`src/rtl/router_pkg.sv`:
```
// rtl/router_pkg.sv - shared types and constants for the psum read router
//
// Contents:
//   psum_rd_state_t : FSM state encoding for router_psum_rd
//   GLB_RD_LATENCY  : cycles from a GLB read strobe to valid read data
package router_pkg;

  typedef enum logic [1:0] {
    IDLE      = 2'd0,
    READ_GLB  = 2'd1,
    DRAIN     = 2'd2,
    LOAD_SPAD = 2'd3
  } psum_rd_state_t;

  // The single DRAIN state in router_psum_rd absorbs exactly this latency.
  localparam int GLB_RD_LATENCY = 1;

endpackage

```
`src/rtl/router_psum_rd.sv`:
```
// rtl/router_psum_rd.sv - reads one psum tile from GLB and loads it into PE spads
//
// Optional feature macro: ROUTER_PSUM_RD_ZERO_INIT_EN (adds clear_psum; a
// request with clear_psum=1 loads an all-zero tile without touching GLB).
//
// Ports:
//   clk              : clock, rising edge
//   reset            : synchronous, active-high
//   load_psum_ctrl   : request to reload one psum tile (accepted only in IDLE)
//   clear_psum       : (macro only) request loads zeros instead of reading GLB
//   r_addr_glb_psum  : GLB read address
//   read_en_glb_psum : GLB read strobe
//   r_data_glb_psum  : GLB read data, valid one cycle after its strobe
//   w_data_spad_psum : psum vector to PE spads, held between loads
//   load_en_spad     : one-cycle strobe qualifying w_data_spad_psum
//   busy             : high whenever the FSM is not in IDLE
module router_psum_rd
  import router_pkg::*;
#(
  parameter int DATA_BITWIDTH     = 16,
  parameter int ADDR_BITWIDTH_GLB = 10,
  parameter int kernel_size       = 3,
  parameter int PSUM_READ_ADDR    = 0
) (
  input  logic                         clk,
  input  logic                         reset,
  input  logic                         load_psum_ctrl,
`ifdef ROUTER_PSUM_RD_ZERO_INIT_EN
  input  logic                         clear_psum,
`endif
  output logic [ADDR_BITWIDTH_GLB-1:0] r_addr_glb_psum,
  output logic                         read_en_glb_psum,
  input  logic [DATA_BITWIDTH-1:0]     r_data_glb_psum,
  output logic [DATA_BITWIDTH-1:0]     w_data_spad_psum [0:kernel_size-1],
  output logic                         load_en_spad,
  output logic                         busy
);

  localparam int IDX_W = (kernel_size > 1) ? $clog2(kernel_size) : 1;
  localparam logic [IDX_W-1:0] LAST_IDX = IDX_W'(kernel_size - 1);

  psum_rd_state_t r_state;
  psum_rd_state_t w_state_next;

  logic [IDX_W-1:0]         r_rd_idx;
  logic [2:0]               r_iter;
  logic                     r_cap_valid;
  logic [IDX_W-1:0]         r_cap_idx;
  logic [DATA_BITWIDTH-1:0] r_buf     [0:kernel_size-1];
  logic [DATA_BITWIDTH-1:0] r_spad    [0:kernel_size-1];
  logic [DATA_BITWIDTH-1:0] w_buf_next[0:kernel_size-1];
  logic                     w_clear_req;

`ifdef ROUTER_PSUM_RD_ZERO_INIT_EN
  assign w_clear_req = clear_psum;
`else
  assign w_clear_req = 1'b0;
`endif

  // Tile base advances by kernel_size per tile; all terms truncate to the
  // GLB address width so the region wraps around the top of GLB.
  assign r_addr_glb_psum = ADDR_BITWIDTH_GLB'(PSUM_READ_ADDR)
                         + ADDR_BITWIDTH_GLB'(r_iter) * ADDR_BITWIDTH_GLB'(kernel_size)
                         + ADDR_BITWIDTH_GLB'(r_rd_idx);

  assign w_data_spad_psum = r_spad;

  // Buffer contents including the word returning this cycle, so the final
  // word landing during DRAIN can be forwarded straight into the spad register.
  always_comb begin
    for (int i = 0; i < kernel_size; i++) begin
      w_buf_next[i] = r_buf[i];
    end
    if (r_cap_valid) begin
      w_buf_next[r_cap_idx] = r_data_glb_psum;
    end
  end

  always_ff @(posedge clk) begin
    if (reset) begin
      r_state <= IDLE;
    end else begin
      r_state <= w_state_next;
    end
  end

  always_comb begin
    w_state_next     = r_state;
    read_en_glb_psum = 1'b0;
    load_en_spad     = 1'b0;
    busy             = 1'b1;
    case (r_state)
      IDLE: begin
        busy = 1'b0;
        if (load_psum_ctrl) begin
          w_state_next = w_clear_req ? LOAD_SPAD : READ_GLB;
        end
      end
      READ_GLB: begin
        read_en_glb_psum = 1'b1;
        if (r_rd_idx == LAST_IDX) begin
          w_state_next = DRAIN;
        end
      end
      DRAIN: begin
        w_state_next = LOAD_SPAD;
      end
      LOAD_SPAD: begin
        load_en_spad = 1'b1;
        w_state_next = IDLE;
      end
      default: begin
        w_state_next = IDLE;
      end
    endcase
  end

  always_ff @(posedge clk) begin
    if (reset) begin
      r_rd_idx    <= '0;
      r_iter      <= '0;
      r_cap_valid <= 1'b0;
      r_cap_idx   <= '0;
      for (int i = 0; i < kernel_size; i++) begin
        r_buf[i]  <= '0;
        r_spad[i] <= '0;
      end
    end else begin
      // Remember which slot each issued read belongs to until its data returns.
      r_cap_valid <= read_en_glb_psum;
      r_cap_idx   <= r_rd_idx;
      for (int i = 0; i < kernel_size; i++) begin
        r_buf[i] <= w_buf_next[i];
      end

      if (r_state == READ_GLB) begin
        r_rd_idx <= (r_rd_idx == LAST_IDX) ? '0 : r_rd_idx + 1'b1;
      end else begin
        r_rd_idx <= '0;
      end

      if (r_state == LOAD_SPAD) begin
        r_iter <= r_iter + 3'd1;
      end

      // Entering LOAD_SPAD from IDLE only happens for a clear request.
      if (w_state_next == LOAD_SPAD && r_state == DRAIN) begin
        for (int i = 0; i < kernel_size; i++) begin
          r_spad[i] <= w_buf_next[i];
        end
      end else if (w_state_next == LOAD_SPAD && r_state == IDLE) begin
        for (int i = 0; i < kernel_size; i++) begin
          r_spad[i] <= '0;
        end
      end
    end
  end

endmodule

```
`config.mk`:
```
export PLATFORM = sky130hd
export DESIGN_NAME = router_psum_rd
export DESIGN_NICKNAME = d
export VERILOG_FILES = /design/src/rtl/router_pkg.sv /design/src/rtl/router_psum_rd.sv
export SDC_FILE = /design/constraint.sdc
export NUM_CORES = 1
export LEC_CHECK = 0
export CORE_UTILIZATION = 39
export CTS_CLUSTER_SIZE = 40
export DETAILED_ROUTE_END_ITERATION = 12
export GPL_TIMING_DRIVEN = 0
export PLACE_DENSITY = 0.72
export SYNTH_ARGS = -nofsm -noshare
export SYNTH_HDL_FRONTEND = slang
export SYNTH_SLANG_ARGS = --single-unit
```
`constraint.sdc`:
```
create_clock -name clk -period 3.7 [get_ports clk]
set_input_delay 0.37 -clock clk [delete_from_list [all_inputs] [get_ports clk]]
set_output_delay 0.37 -clock clk [all_outputs]
set_load 0.1 [all_outputs]
```
==> impl_metrics.toml <==
[synthesis]
synth_seq_cells = 106
seq_area_frac_synth = 0.537
synth_area_um2 = 3950
postSynthAreaPerCell_um2 = 10.4
synth_warnings = 0
ys_types = 29
syn_inst = 378

[global_routing]
antenna_found_initial = 0
overflow = 0
grt_pass1_vias = 2797
grt_usage = 0.181
grt_pass1_wl_mm = 14.2
grt_max_degree = 18

[drt]
drc = 0
met1_length_mm = 4.10
avgRoutedWirePerCell_um = 15.1
dr.pass1.iters = 5
drt_iter0_markers = 72
via_count = 2918
routed_wl_mm = 9.10
routed.top_layer = "met4"
vias_per_cell = 4.84
dr_wl_met3_um = 399
met2_length_mm = 4.53
ant_nets = 0

[setup_path]
end_kind = "output pin"
cp.arrival_ps = 3140
critPathLaunchType = "flop"
crit_fanout = 3
crit_path_start = "r_rd_idx[1]"
critical_path_class = "flop to output pin"
crit_required_ps = 3330
r2r_start = "r_cap_valid"

[timing]
layout_setup_ws_ps = 192
hold_viol_final = 0
max-slew-margin-rel = 0.330
setup_viol = 0
skew_ps = 8.00
drv_slew = 0
rsz0062_at_grt = "no"
fmax_mhz = 285
worst_pin_slew_ps = 1000
setup_tns_ps = 0
finalCritPeriodShare = 0.948
fin_crit_ps = 3510

[cts]
cts_buffer_depth = 2
htreeDepth = 3
clkLatencyLatePin_ps = 350
cts_sinks = 106
path_clk_slew_ps = 90
clock_tree.root_cell = "clkbuf_8"
post_cts_buffers = 0
cts_tree = "built"
hold_buffers = 0
cts-resized-gates = 0
numCtsBuffers = 9

[floorplan]
start_util = 0.404
die_x_um = 103
die_area_um2 = 10500
io_pins = 80
core_area_um2 = 9770
rows = 36
die_y_um = 103

[power_and_ir_drop]
power_density_nw_per_um2 = 410
leakagePower_uw = 0.00207
ir_drop_mv = 0.231

[place]
dp.cells = 588
gp_congestion = 0.751
hpwl_mm = 6.86
io_buffers = 73
place_ws_ps = 551

[final_layout]
finalNonFillerCells = 603
drive_gt1_frac = 0.106
layout.nets = 494
diodes = 0
area_growth_pct = 28.2

[run_status]
outcome = "completed"

[job]
drv_cap = 0

[min_path]
min_from = "r_rd_idx[0]"
holdCritPathClass = "flop to flop"
==> cell usage in the layout (no fill, tap or decap), drive strengths merged, types with 3 or more instances in the layout <==
master         instances
nor2                 102
inv                    9
clkdlybuf4s50         73
a211oi                48
clkinvlp               3
ha                     7
buf                   26
dfxtp                106
conb                   5
mux2i                 48
clkbuf                18
==> per-stage QoR <==
stage | util | hold WS (ps) | cell area [um2] | total power (uW)
floorplan | - | 431 | 3960 | 1320
global placement | 0.497 | 457 | 4860 | 1380
detailed placement | 0.497 | 466 | 4860 | 1380
CTS | 0.518 | 479 | 5060 | 2090
global route | 0.518 | 503 | 5060 | 2150
finish | 0.518 | 475 | 5060 | 2070
==> Yosys cell counts <==
master    instances  area, um2
buf_4            10       75.1
dfxtp_1         106       2120
o21ai_0           2       10.0
nor2_1          102        383
nand3_1           2       10.0
buf_8             2       30.0
clkbuf_1          8       30.0
nor2b_1           2       12.5
buf_1             3       11.3
conb_1            1       3.75
nand2b_1          1       6.26
buf_6             5       56.3
buf_2             5       25.0
a211oi_2         10        125
or2_2             1       6.26
xor2_1            2       17.5
buf_12            1       20.0
inv_1             8       30.0
a211oi_1         38        285
xnor2_1           1       8.76
nor3b_2           1       12.5
fa_1              2       40.0
nand3b_1          2       15.0
a21oi_1           2       10.0
nor4_1            2       12.5
mux2i_1          48        480
ha_1              7       87.6
a21o_1            2       15.0
nand2_1           2       7.51
==> flip-flops by register name (all words and copies together) (netlist names) <==
| name | cells |
|---|---|
| r_buf | 48 |
| w_data_spad_psum | 48 |
| r_iter | 3 |
| r_cap_idx | 2 |
| r_rd_idx | 2 |
| r_state | 2 |
| r_cap_valid | 1 |
==> worst max-delay path, cell delays in order (launching register included) <==
cell and delay [ps]:
dfxtp_1 360, fa_1 550, ha_1 170, inv_1 50, fa_1 370, xnor2_1 140, clkdlybuf4s50_1 1150
==> path summary, 6_finish.rpt <==
path                          endpoint  slack, ps  cells past startpoint
setup / recovery    r_addr_glb_psum[3]        190                      6
setup reg to reg  w_data_spad_psum[44]       2280                      5
hold reg to reg            r_rd_idx[0]        470                      1
hold / removal             r_rd_idx[0]        470                      1
==> cell type report <==
| cell class | instances | area, um2 |
|---|---|---|
| timing repair buffer | 73 | 731 |
| tap | 133 | 166 |
| inverter | 8 | 30.0 |
| multi-input combinational | 234 | 1560 |
| clock inverter | 5 | 63.8 |
| sequential | 106 | 2120 |
| buffer | 34 | 248 |
| fill | 895 | 4710 |
| clock buffer | 10 | 138 |
==> kinds of logic (layout without fill, tap and decap cells) <==
| kind of cell | after synthesis | count (layout) | synth area share |
|---|---|---|---|
| simple gates | 115 | 115 | 0.118 |
| flops | 106 | 106 | 0.537 |
| compound gates | 54 | 54 | 0.113 |
| mux | 48 | 48 | 0.122 |
| buf+inv | 42 | 130 | 0.0703 |
| fa+ha+maj | 9 | 9 | 0.0323 |
| xor+xnor | 3 | 3 | 0.00666 |
| other cells | 1 | 5 | 0.000950 |
==> per-layer routing <==
metal,vias up,track usage
li1,1446,-
met1,1405,0.227
met2,63,0.314
met3,4,0.0312
met4,0,0.0593
met5,-,0
==> report_power, final <==
part           total (uW)  switching (uW)  leakage (uW)  internal [uW]
Sequential           1160            7.66      0.000856           1160
Clock                 719             387     0.0000925            333
Combinational         192             135       0.00112           56.9
Total                2070             529       0.00207           1550
(Power assumes the default switching activity.)
==> edit 1: new RTL, config.mk and constraints unchanged <==
Add a define of `ROUTER_PSUM_RD_ZERO_INIT_EN`.
--- a/src/rtl/router_psum_rd.sv
+++ b/src/rtl/router_psum_rd.sv
@@ -16,2 +16,4 @@
 //   busy             : high whenever the FSM is not in IDLE
+`define ROUTER_PSUM_RD_ZERO_INIT_EN
+
 module router_psum_rd
Interface: changed (added clear_psum); port bits go from 80 to 81. No check against the original RTL was run, so the function may have changed too.
==> edit 1 against the original RTL <==
  * Area after synthesis down 5.1%
  * Wire length down 11%
  * Total power up 3.9%
  * Non-clock buffer count down 5
  * Design area down 3.6%
  * Sequential cell count unchanged
  * Worst setup slack worse by 0.031 ns
  * Die area down 5.0%
  * Critical path type unchanged
==> edit 1: results <==
export IMPL_wl_met1_um=3742
export IMPL_synth_adder_area_share=0.03406
export IMPL_placed_area_mm2=0.004664
export IMPL_slew_headroom=0.3247
export IMPL_route_vias_total=2650
export IMPL_synth_compound_area_frac=0.1255
export IMPL_drt_wirelength_per_cell_um=14.71
export IMPL_dr_wl_met2_um=3856
export IMPL_muxShareOfSynthArea=0.1282
export IMPL_ys_seq_area_frac=0.5663
export IMPL_fin_nets=447
export IMPL_port_buffer_count=74
export IMPL_swShare=0.2476
export IMPL_synthTopCellsByCount="dfxtp_1 (106), nor2_1 (55), mux2i_1 (48), o2bb2ai_1 (48)"
export IMPL_grt_pass1_wl_um=13120
export IMPL_crit_arrival_ns=3.17
export IMPL_grt_pass1_vias=2572
export IMPL_grt_use_total=0.1738
export IMPL_outcome="completed"
export IMPL_drt_iter0_drc=58
export IMPL_p_leak_nw=2.047
export IMPL_fillCellCount=856
export IMPL_ir_worst_vdd_uv=223.5
export IMPL_clock_skew_ns=0.008525
export IMPL_worstHoldPathType="in2reg"
export IMPL_path_max_fanout=4
export IMPL_dr_pass1_iters=4
[edit 1: changes by cell type after synthesis, moves of 2 or more]
| cell | delta |
|---|---|
| buf_1 | -2 |
| o21ai_0 | -2 |
| nor2_1 | -47 |
| a211oi_2 | -10 |
| o2bb2ai_1 | +48 |
| nand2_1 | +3 |
| a211oi_1 | -38 |
| buf_2 | +2 |
| clkbuf_1 | -2 |
[edit 1: area by class of cell]
cell class,instances,area (µm²),area share
Multi-Input combinational cell,190,1418,0.2904
Tap cell,129,161.4,0.03306
Clock inverter,4,76.32,0.01563
Sequential cell,106,2122,0.4347
Inverter,9,33.78,0.006920
Buffer,28,188.9,0.03870
Clock buffer,11,141.4,0.02896
Timing Repair Buffer,74,740.7,0.1517
[edit 1: kinds of logic after synthesis]
| kind of cell | Yosys count |
|---|---|
| xor gates and xnor gates | 3 |
| other | 1 |
| AOI/OAI and AO/OA | 55 |
| muxes | 48 |
| adders and majority gates | 9 |
| buffers and inverters | 37 |
| and+or+nand+nor | 70 |
| DFF | 106 |
[edit 1: final timing paths]
kind         depth (start not counted)                   end                start  slack [ns]
max                                  6    r_addr_glb_psum[3]            r_iter[0]        0.16
min                                  3           r_buf[0][0]                reset        0.46
max reg2reg                          5  w_data_spad_psum[37]          r_cap_valid        2.32
min reg2reg                          1   w_data_spad_psum[8]  w_data_spad_psum[8]        0.47
[edit 1: worst reg2reg max path: stages (launching register included)]
cell and delay, ns:
dfxtp_1 0.36, nor3b_2 0.16, buf_4 0.21, buf_8 0.18, mux2i_1 0.27, o2bb2ai_1 0.10
[edit 1: routing by layer]
layer / global-route usage / vias up
met5: 0 / -
met4: 0.04682 / 0
met3: 0.05362 / 10
met2: 0.2907 / 69
met1: 0.2180 / 1264
li1: - / 1307
[edit 1: through the flow]
| stage | instances | hold WS [ns] | utilization | power, mW |
|---|---|---|---|---|
| finish | 551 | 0.4613 | 0.5259 | 2.157 |
| global route | 551 | 0.4602 | 0.5259 | 2.241 |
| CTS | 551 | 0.4446 | 0.5259 | 2.175 |
| detailed placement | 536 | 0.4469 | 0.5024 | 1.419 |
| global placement | 536 | 0.4467 | 0.5024 | 1.416 |
| floorplan | 333 | 0.4307 | - | 1.352 |
[edit 1: power groups by stage]
stage	clock network [mW]	logic [mW]	registers [mW]
floorplan	0	0.144	1.21
global placement	0	0.224	1.19
detailed placement	0	0.227	1.19
CTS	0.781	0.227	1.17
global route	0.833	0.239	1.17
finish	0.765	0.225	1.17
==> edit 2: new RTL, config.mk and constraints unchanged <==
Made on the original files. Make the reset (`reset`) asynchronous in 2 clocked blocks.
--- a/src/rtl/router_psum_rd.sv
+++ b/src/rtl/router_psum_rd.sv
@@ -78,3 +78,3 @@
 
-  always_ff @(posedge clk) begin
+  always_ff @(posedge clk or posedge reset) begin
     if (reset) begin
@@ -117,3 +117,3 @@
 
-  always_ff @(posedge clk) begin
+  always_ff @(posedge clk or posedge reset) begin
     if (reset) begin
Function: differs if reset is asserted again (counterexample within 4 cycles, from zero or initial values and one cycle with reset high); with reset held inactive, the same outputs for 10 cycles.
==> edit 2 against the original RTL <==
  * Design area grew 5.1%
  * Area after synthesis grew 5.1%
  * Die area up 5.0%
  * Wire length grew 5.3%
  * Clock skew is 0.0038 ns higher
  * Count of clock-buffer cells in the layout fell by 1
  * Sequential cell count is the same
  * Sequential share of layout area increased by 8.0 points
  * Critical path depth is 1 lower
  * Highest routed layer unchanged
  * Global-route usage up 0.30 points
  * First-iteration DRC count grew 92%
  * Worst setup slack better by 0.19 ns
  * Largest cell class unchanged
Power is left out: the tool's default activity adds up to more than one toggle a clock period on the data nets, which glitch-free logic cannot reach.
==> edit 2: results <==
export IMPL_ctsHoldBuffers=0
export IMPL_yosys_top_cells_area="dfrtp_1 (64%), nand2_1 (13%), a31oi_1 (7.2%)"
export IMPL_fin_nets=529
export IMPL_drt_iter0_drc=138
export IMPL_dr_pass1_iters=4
export IMPL_yosysUniqueCellTypes=28
export IMPL_htree_levels=3
export IMPL_worstHoldPathType="in2async"
export IMPL_route_vias_total=3183
export IMPL_place_gp_congestion=0.7738
export IMPL_dp_hpwl_um=6900
export IMPL_cts_root_buf="clkbuf_8"
export IMPL_outcome="completed"
export IMPL_clk_pin_slew_ns=0.10
export IMPL_tightest_slew_ns=0.9767
export IMPL_post_place_ws_ns=0.4157
export IMPL_async_flop_share=1.000
export IMPL_synthTopCellsByCount="nand2_1 (145), dfrtp_1 (106), a31oi_1 (48), nor2_1 (48), buf_2 (14)"
export IMPL_drcViolationCount=0
export IMPL_cts_resized=0
export IMPL_path_max_fanout=5
export IMPL_antenna_found_initial=0
export IMPL_placed_area_mm2=0.005106
export IMPL_port_buffer_count=74
export IMPL_grt_max_degree=65
export IMPL_cts_buffer_depth=2
export IMPL_n_antenna_cell=0
export IMPL_worstSkewPairLatency_ns=0.37
export IMPL_routed_wl_um=9587
export IMPL_cts_setup_buffers=0
export IMPL_drive_gt1_frac=0.08679
export IMPL_cts_made_buffers=9
export IMPL_crit_arrival_ns=2.95
export IMPL_yosys_warnings=0
export IMPL_clock_skew_ns=0.01176
export IMPL_ys_seq_area_frac=0.6391
export IMPL_grt_pass1_wl_um=15660
export IMPL_ys_flop_type="dfrtp_1"
export IMPL_grt_use_total=0.1840
export IMPL_synth_edf_count=0
[edit 2: cell type report]
class / instances / area, µm²
Sequential cell: 106 / 2653
Buffer: 25 / 147.6
Fill cell: 929 / 5005
Timing Repair Buffer: 75 / 773.2
Multi-Input combinational cell: 277 / 1335
Inverter: 8 / 32.53
Tap cell: 136 / 170.2
Clock inverter: 7 / 83.83
Clock buffer: 9 / 123.9
[edit 2: cell families after synthesis]
logic type | after synthesis | synth area share
AO/OA/AOI/OAI | 53 | 0.08110
buffers and inverters | 33 | 0.04281
flip-flops | 106 | 0.6391
other | 1 | 0.0009036
AND/OR/NAND/NOR | 208 | 0.2020
adder cells (fa/ha/maj) | 8 | 0.02774
XOR/XNOR | 3 | 0.006332
[edit 2: final timing paths]
| kind | start | to | slack, ns | cells past startpoint |
|---|---|---|---|---|
| max | r_rd_idx[1] | r_addr_glb_psum[4] | 0.38 | 5 |
| max in group asynchronous | reset | r_buf[39] | 2.61 | 3 |
| min reg2reg | r_buf[38] | r_buf[38] | 0.47 | 2 |
| max reg2reg | r_state[1] | w_data_spad_psum[3] | 2.14 | 5 |
| min | reset | r_buf[19] | 0.41 | 2 |
| min in group clk | r_buf[38] | r_buf[38] | 0.47 | 2 |
[edit 2: worst max-delay path, cell delays in order (launching register included)]
cell,delay (ns)
dfrtp_1,0.46
fa_1,0.58
ha_1,0.17
a21o_1,0.12
a21o_1,0.12
clkdlybuf4s50_1,1.13
[edit 2: stage by stage]
| step | cells | TNS [ns] | hold slack, ns | util |
|---|---|---|---|---|
| 2_1_floorplan | 416 | 0 | 0.4051 | - |
| 3_3_place_gp | 626 | -82.57 | 0.4425 | 0.4917 |
| 3_5_place_dp | 627 | 0 | 0.4505 | 0.4946 |
| 4_1_cts | 643 | 0 | 0.4251 | 0.5147 |
| 5_1_grt | 643 | 0 | 0.4476 | 0.5152 |
| 6_report | 643 | 0 | 0.4063 | 0.5152 |
[edit 2: layer usage]
layer | global-route usage | wire (µm) | up-vias
li1 | - | - | 1515
met1 | 0.2492 | 4450 | 1581
met2 | 0.2971 | 4650 | 79
met3 | 0.04117 | 413 | 8
met4 | 0.05332 | 73 | 0
met5 | 0 | 0 | -
